### src/rtl/jlsemi_util_sync_deglitch_multi_pkg.sv
// Shared defaults and helpers for the multi-channel synchronise + deglitch block.
package jlsemi_util_sync_deglitch_multi_pkg;

    localparam int unsigned DEF_WIDTH     = 4;
    localparam int unsigned DEF_SYNC_STEP = 2;
    localparam int unsigned DEF_CNT_W     = 4;

    // Effective filter length: bypass or a zero length both collapse to a single sample.
    function automatic logic [31:0] eff_len(input logic en, input logic [31:0] len);
        if (!en || (len == 32'd0)) begin
            eff_len = 32'd1;
        end else begin
            eff_len = len;
        end
    endfunction

    // Registered edge-pulse helpers: new value versus current value of a level.
    function automatic logic rise_of(input logic nxt, input logic cur);
        rise_of = nxt & ~cur;
    endfunction

    function automatic logic fall_of(input logic nxt, input logic cur);
        fall_of = ~nxt & cur;
    endfunction

endpackage

### src/rtl/jlsemi_util_deglitch_ch.sv
// Single-channel deglitch filter: stability counter, filtered level and edge pulses.
// dout only follows the synchronised sample after it has differed for leff_i
// consecutive cycles; any agreeing sample restarts the count.
module jlsemi_util_deglitch_ch
    import jlsemi_util_sync_deglitch_multi_pkg::*;
#(
    parameter int unsigned CNT_W   = 4,
    parameter logic        RST_BIT = 1'b0
) (
    input  logic             clk,
    input  logic             rst,
    input  logic             s_i,
    input  logic [CNT_W-1:0] leff_i,
    output logic             dout_o,
    output logic             rise_o,
    output logic             fall_o
);

    logic [CNT_W-1:0] cnt_q;
    logic [CNT_W-1:0] cnt_d;
    logic             dout_q;
    logic             dout_d;
    logic             rise_q;
    logic             rise_d;
    logic             fall_q;
    logic             fall_d;
    logic [CNT_W:0]   cnt_inc_s;

    // One extra bit so cnt+1 never wraps before the >= compare against the length.
    assign cnt_inc_s = {1'b0, cnt_q} + {{CNT_W{1'b0}}, 1'b1};

    // Next-state: count differing samples, commit when the run reaches the length.
    always_comb begin
        cnt_d  = cnt_q;
        dout_d = dout_q;
        if (s_i != dout_q) begin
            if (cnt_inc_s >= {1'b0, leff_i}) begin
                dout_d = s_i;
                cnt_d  = {CNT_W{1'b0}};
            end else begin
                cnt_d  = cnt_inc_s[CNT_W-1:0];
            end
        end else begin
            cnt_d = {CNT_W{1'b0}};
        end
        rise_d = rise_of(dout_d, dout_q);
        fall_d = fall_of(dout_d, dout_q);
    end

    // State and output registers with synchronous reset.
    always_ff @(posedge clk) begin
        if (rst) begin
            cnt_q  <= {CNT_W{1'b0}};
            dout_q <= RST_BIT;
            rise_q <= 1'b0;
            fall_q <= 1'b0;
        end else begin
            cnt_q  <= cnt_d;
            dout_q <= dout_d;
            rise_q <= rise_d;
            fall_q <= fall_d;
        end
    end

    assign dout_o = dout_q;
    assign rise_o = rise_q;
    assign fall_o = fall_q;

endmodule

### src/rtl/jlsemi_util_sync_deglitch_multi.sv
// Multi-channel input conditioner: per-channel synchroniser chain followed by a
// programmable deglitch filter with registered rise/fall pulses.
// The synchroniser flops live here (not in the channel) so timing constraints
// can target them as one array.
module jlsemi_util_sync_deglitch_multi
    import jlsemi_util_sync_deglitch_multi_pkg::*;
#(
    parameter int unsigned          WIDTH     = DEF_WIDTH,
    parameter int unsigned          SYNC_STEP = DEF_SYNC_STEP,
    parameter int unsigned          CNT_W     = DEF_CNT_W,
    parameter logic [WIDTH-1:0]     RST_VAL   = {WIDTH{1'b0}}
) (
    input  logic             clk,
    input  logic             rst,
    input  logic [WIDTH-1:0] din,
    input  logic             filt_en,
    input  logic [CNT_W-1:0] filt_len,
    output logic [WIDTH-1:0] dout,
    output logic [WIDTH-1:0] rise_pls,
    output logic [WIDTH-1:0] fall_pls
);

    logic [WIDTH-1:0] sync_q [SYNC_STEP];
    logic [WIDTH-1:0] sync_s;
    logic [CNT_W-1:0] leff_s;
    logic [31:0]      leff_full_s;

    // Synchroniser chain: plain flop-to-flop, no logic between stages.
    always_ff @(posedge clk) begin
        if (rst) begin
            for (int k = 0; k < int'(SYNC_STEP); k++) begin
                sync_q[k] <= RST_VAL;
            end
        end else begin
            sync_q[0] <= din;
            for (int k = 1; k < int'(SYNC_STEP); k++) begin
                sync_q[k] <= sync_q[k-1];
            end
        end
    end

    assign sync_s      = sync_q[SYNC_STEP-1];
    assign leff_full_s = eff_len(filt_en, 32'(filt_len));
    assign leff_s      = leff_full_s[CNT_W-1:0];

    genvar i;
    generate
        for (i = 0; i < int'(WIDTH); i++) begin : g_ch
            jlsemi_util_deglitch_ch #(
                .CNT_W   (CNT_W),
                .RST_BIT (RST_VAL[i])
            ) u_ch (
                .clk    (clk),
                .rst    (rst),
                .s_i    (sync_s[i]),
                .leff_i (leff_s),
                .dout_o (dout[i]),
                .rise_o (rise_pls[i]),
                .fall_o (fall_pls[i])
            );
        end
    endgenerate

endmodule

### config.mk
export PLATFORM = sky130hd
export DESIGN_NAME = jlsemi_util_sync_deglitch_multi
export DESIGN_NICKNAME = d
export VERILOG_FILES = /design/src/rtl/jlsemi_util_sync_deglitch_multi_pkg.sv /design/src/rtl/jlsemi_util_deglitch_ch.sv /design/src/rtl/jlsemi_util_sync_deglitch_multi.sv
export SDC_FILE = /design/constraint.sdc
export NUM_CORES = 1
export LEC_CHECK = 0
export CORE_ASPECT_RATIO = 1.25
export CORE_MARGIN = 10
export CORE_UTILIZATION = 50
export DETAILED_ROUTE_END_ITERATION = 8
export PLACE_DENSITY_LB_ADDON = 0.12
export SYNTH_ARGS = -nofsm -noshare
export SYNTH_HDL_FRONTEND = slang
export SYNTH_HIERARCHICAL = 1
export SYNTH_SLANG_ARGS = --single-unit
### constraint.sdc
create_clock -name clk -period 3.6 [get_ports clk]
set_input_delay 0.72 -clock clk [delete_from_list [all_inputs] [get_ports clk]]
set_output_delay 0.72 -clock clk [all_outputs]
set_load 0.05 [all_outputs]
After elaboration in Yosys (flattened, before gate mapping). Memory sizes are Yosys's and may differ from the RTL's. Cells that the tools add are included.

Memories kept: 1. Output and inout bits: 12. Word-level logic and storage cells: 72. Input port bits: 11. Bits in registers: 28. RAM bits: 8.

Reduce and logical (&&, ||, !) cells: 7. Magnitude comparators: 4. Bitwise logic cells: 22. Eq/ne operators: 4. Add/sub/neg operators: 4. Multiplexer cells: 14.

Memories: sync_q (depth 2, bits a word 4, read ports 2, clocked after memory_dff 0, wr ports 2, RTL line jlsemi_util_sync_deglitch_multi.sv:23) `logic [WIDTH-1:0] sync_q [SYNC_STEP];`.

Operators with widths (count): adder 4 x 1 -> 5 bit (second input constant) (4); >= comparator 5 x 4 -> 1 bit (4); 2-to-1 mux 4 bit (3); inverter 1 bit (12); OR reduction 3 bit (4); 2-to-1 mux 1 bit (11); AND 1 bit (8); zero test 4 bit (1); inequality test 1 bit (4); OR 1 bit (2); zero test 1 bit (1); logical OR 1 bit (1).

Logic depth before layout (Yosys ltp).
Depth after elaboration: 8. Depth in mapped cells: 7.

Cells and area by module. Netlist, hierarchy kept.

By module, submodules not included: jlsemi_util_deglitch_ch at g_ch[1].u_ch ... (cells an instance 38, instances 2, seq. area each 140.1 µm², area an instance 364.1 µm²); jlsemi_util_deglitch_ch at g_ch[0].u_ch ... (cells an instance 36, instances 2, seq. area each 140.1 µm², area an instance 362.8 µm²); jlsemi_util_sync_deglitch_multi (cells an instance 21, instances 1, seq. area each 160.2 µm², area an instance 250.2 µm²).

Worst setup path after synthesis. No wires, ideal clock.

Kind: input to register. Start: input filt_len[1]. End: register g_ch[0].u_ch.dout_q. Setup slack: 1.451 ns. Stages on the path: 6. Required time: 3.528 ns. Data arrival time: 2.077 ns. Cell sequence: o311ai_2 ha_1 nand2b_4 a211oi_2 o21a_2 mux2i_1.

Cells in the longest elaborated chain, start to end: 6.

RTL lines: start, declared (RTL line jlsemi_util_sync_deglitch_multi.sv:17) `input logic [CNT_W-1:0] filt_len,`; zero test 4 bit (RTL line jlsemi_util_sync_deglitch_multi_pkg.sv:10) `if (!en || (len == 32'd0)) begin`; logical OR 1 bit (RTL line jlsemi_util_sync_deglitch_multi_pkg.sv:10); 2-to-1 mux 4 bit * (RTL line jlsemi_util_sync_deglitch_multi_pkg.sv:10); >= comparator 5 x 4 -> 1 bit * (RTL line jlsemi_util_deglitch_ch.sv:37) `if (cnt_inc_s >= {1'b0, leff_i}) begin`; 2-to-1 mux 1 bit * (RTL line jlsemi_util_deglitch_ch.sv:37); 2-to-1 mux 1 bit * (RTL line jlsemi_util_deglitch_ch.sv:36) `if (s_i != dout_q) begin`; end signal, assigned (RTL line jlsemi_util_deglitch_ch.sv:59) `dout_q <= dout_d;`; end, declared (RTL line jlsemi_util_deglitch_ch.sv:21) `logic dout_q;`.

Mark *: on every way between the ends. The rest lies on a longest branch, timed or not. A chain may end at the register's enable or synchronous reset.

Worst setup path in the final report.
Start: input filt_len[1]. End: register g_ch[3].u_ch.dout_q.

Cells in the longest elaborated chain, start to end: 6.

RTL lines: zero test 4 bit (RTL line jlsemi_util_sync_deglitch_multi_pkg.sv:10); logical OR 1 bit (RTL line jlsemi_util_sync_deglitch_multi_pkg.sv:10); 2-to-1 mux 4 bit (RTL line jlsemi_util_sync_deglitch_multi_pkg.sv:10); via leff_full_s[0] (RTL line jlsemi_util_sync_deglitch_multi.sv:26) `logic [31:0] leff_full_s;`; >= comparator 5 x 4 -> 1 bit (RTL line jlsemi_util_deglitch_ch.sv:37); 2-to-1 mux 1 bit (RTL line jlsemi_util_deglitch_ch.sv:37); 2-to-1 mux 1 bit (RTL line jlsemi_util_deglitch_ch.sv:36); end signal, assigned (RTL line jlsemi_util_deglitch_ch.sv:59); end, declared (RTL line jlsemi_util_deglitch_ch.sv:21).

The timed path passes the listed nets, and every way through them passes these cells.

==> results.cfg <==
[routing]
met2_length_um = 1670
wl_met1_um = 1340
drc = 0
firstDrtPassIters = 4
ant_nets = 0
vias = 1204
drt_iter0_drc = 27
drt_wl_total_um = 3160
wl_met3_um = 129
wl_per_cell_um = 13.4
vias_per_cell = 5.10
routed.top_layer = met4

[floorplanning]
fp.dieW_um = 72.2
ioPinCount = 23
fp-row-count = 23
initial_core_util_pct = 52.4
fp.coreArea_mm2 = 0.00325
die_area_mm2 = 0.00616
die_height_um = 85.3

[sta]
setup_viol = 0
setup_tns_ns = 0
final_hold_viol_count = 0
holdWs_ns = 0.430
fmax_mhz = 408
min_period_ns = 2.45
relSlewSlack_pct = 46.1
finClkSkew_ns = 0.00585
rsz0062_at_grt = false
drv_slew = 0
period_share_pct = 68.1
tightest_slew_ns = 0.807

[layout]
layout-drive-gt1-share_pct = 9.05
area_growth_pct = 20.9
layout_commonest_cell = dfxtp_1
mostFrequentLayoutCells = 36 x dfxtp_1, 22 x clkdlybuf4s50_1, 20 x ha_1
antenna_cells = 0
final_nets = 229
n_fill_cell = 288

[logic_synthesis]
synth-simple-area-share_pct = 23.2
synth_edf_count = 0
synthMuxAreaShare_pct = 1.17
synth_top_family_by_area = simple AND/OR/NAND/NOR gates
syn-instance-count = 169
synth_compound_area_share_pct = 11.2
synthAdderAreaFrac_pct = 14.7
ys_seq_elements = 36
synth_xor_area_share_pct = 4.11
synth_seq_area_share_pct = 42.3
syn_area_mm2 = 0.00170
yosysWarnings = 6
async_flop_share_pct = 0
syn_nets = 200
synth_ff_type = dfxtp_1
avgSynthCellArea_um2 = 10.1
ys_types = 29

[global_route]
overflow = 0
grt_usage_pct = 11.0
grt_max_degree = 29
grt_pass1_vias = 1242
grt_antenna_before_repair = 0
grt_pass1_wl_um = 5440

[clock_tree]
insertion_delay_ns = 0.28
cts.path.max_buffers = 2
clk_pin_slew_ns = 0.07
tritoncts = yes
htreeDepth = 2
cts_resized = 0
numCtsBuffers = 5
clock-root-buffer = clkbuf_8
post_cts_buffers = 0
clock_sinks = 36
hold_buffers = 0

[job]
max_cap_violations = 0

[critical_path]
worstPathRequired_ns = 3.82
end_kind = flip-flop
critPathMaxFanout = 4
worst-setup-path-type = in2reg
critPathLaunchType = primary input
arrival_ns = 2.67

[placed_design]
io_buffers = 22
gp_congestion = 0.723
dp_hpwl_um = 2450

[power]
p_per_area_mw_per_mm2 = 380
power_leakage_nw = 0.874
vdd_drop_max_mv = 0.334

[hold_path]
worstHoldPathType = reg2reg

[outcome]
status = finished, final reports clean
==> sequential cells by signal (all words and copies together) (netlist names) <==
register and cells:
g_ch.u_ch/cnt_q 16, sync_q 8, g_ch.u_ch/dout_o 4, g_ch.u_ch/fall_o 4, g_ch.u_ch/rise_o 4
==> through the flow <==
| step | power, mW | cell area [um^2] | instances | util (%) | worst slack [ns] |
|---|---|---|---|---|---|
| final | 0.783 | 2060 | 236 | 63.4 | 1.15 |
| after global routing | 0.823 | 2060 | 236 | 63.4 | 1.02 |
| after CTS | 0.798 | 2060 | 236 | 63.4 | 1.12 |
| after detailed placement | 0.507 | 1970 | 228 | 60.6 | 0.847 |
| after global placement | 0.503 | 1970 | 228 | 60.6 | 0.896 |
| after floorplan | 0.476 | 1700 | 169 | - | 1.45 |
==> Yosys cell counts (4+ instances only) <==
master,count,area [um^2]
nand2b_1,16,100
nor2_1,6,22.5
and3_1,4,25.0
xnor2_1,4,35.0
dfxtp_1,36,721
xor2_1,4,35.0
nor3_1,8,40.0
nand3_1,6,30.0
a21oi_1,4,20.0
inv_1,15,56.3
nor2b_1,14,87.6
ha_1,20,250
==> final timing paths <==
path	cells after the start	endpoint	slack [ns]	from
worst min register to register	1	sync_q[0][7]$_SDFF_PP0_	0.43	sync_q[0][3]$_SDFF_PP0_
worst max-delay path	7	g_ch[3].u_ch/dout_o$_SDFF_PP0_	1.15	filt_len[1]
worst max register to register	6	g_ch[3].u_ch/dout_o$_SDFF_PP0_	1.88	g_ch[3].u_ch/cnt_q[0]$_SDFF_PP0_
worst min-delay path	1	sync_q[0][7]$_SDFF_PP0_	0.43	sync_q[0][3]$_SDFF_PP0_
==> layer usage <==
| metal | up-vias | global-route usage, % |
|---|---|---|
| met1 | 551 | 11.2 |
| met2 | 15 | 19.4 |
| met3 | 2 | 3.85 |
| li1 | 636 | - |
| met4 | 0 | 4.76 |
| met5 | - | 0 |
==> area by class of cell <==
cell class | count | area, um^2 | share of cell area (%)
clock buffers | 8 | 90.1 | 4.37
multi-input cells | 118 | 927 | 45.0
repair buffers | 22 | 220 | 10.7
well taps | 37 | 46.3 | 2.25
inverters | 15 | 56.3 | 2.73
flip-flops and latches | 36 | 721 | 35.0
==> worst max-delay path: stages <==
cell             delay (ns)
clkdlybuf4s50_1        0.43
o311ai_2               0.44
ha_1                   0.30
nand2b_4               0.14
a211oi_2               0.24
o21a_2                 0.21
mux2i_1                0.18
==> power by group <==
part	leakage [nW]	internal, mW	total [mW]	switching (mW)
registers	0.292	0.407	0.411	0.00473
clock network	0.0455	0.156	0.286	0.130
logic	0.536	0.0424	0.0860	0.0436
==> logic make-up (layout without fill, tap and decap cells) <==
logic type,count (synthesis),in the layout
compound gates,23,23
xor+xnor,8,8
fa+ha+maj,20,20
buf+inv,15,45
flops,36,36
mux,2,2
simple gates,65,65
Note: power is estimated with default switching activity, not from simulation.
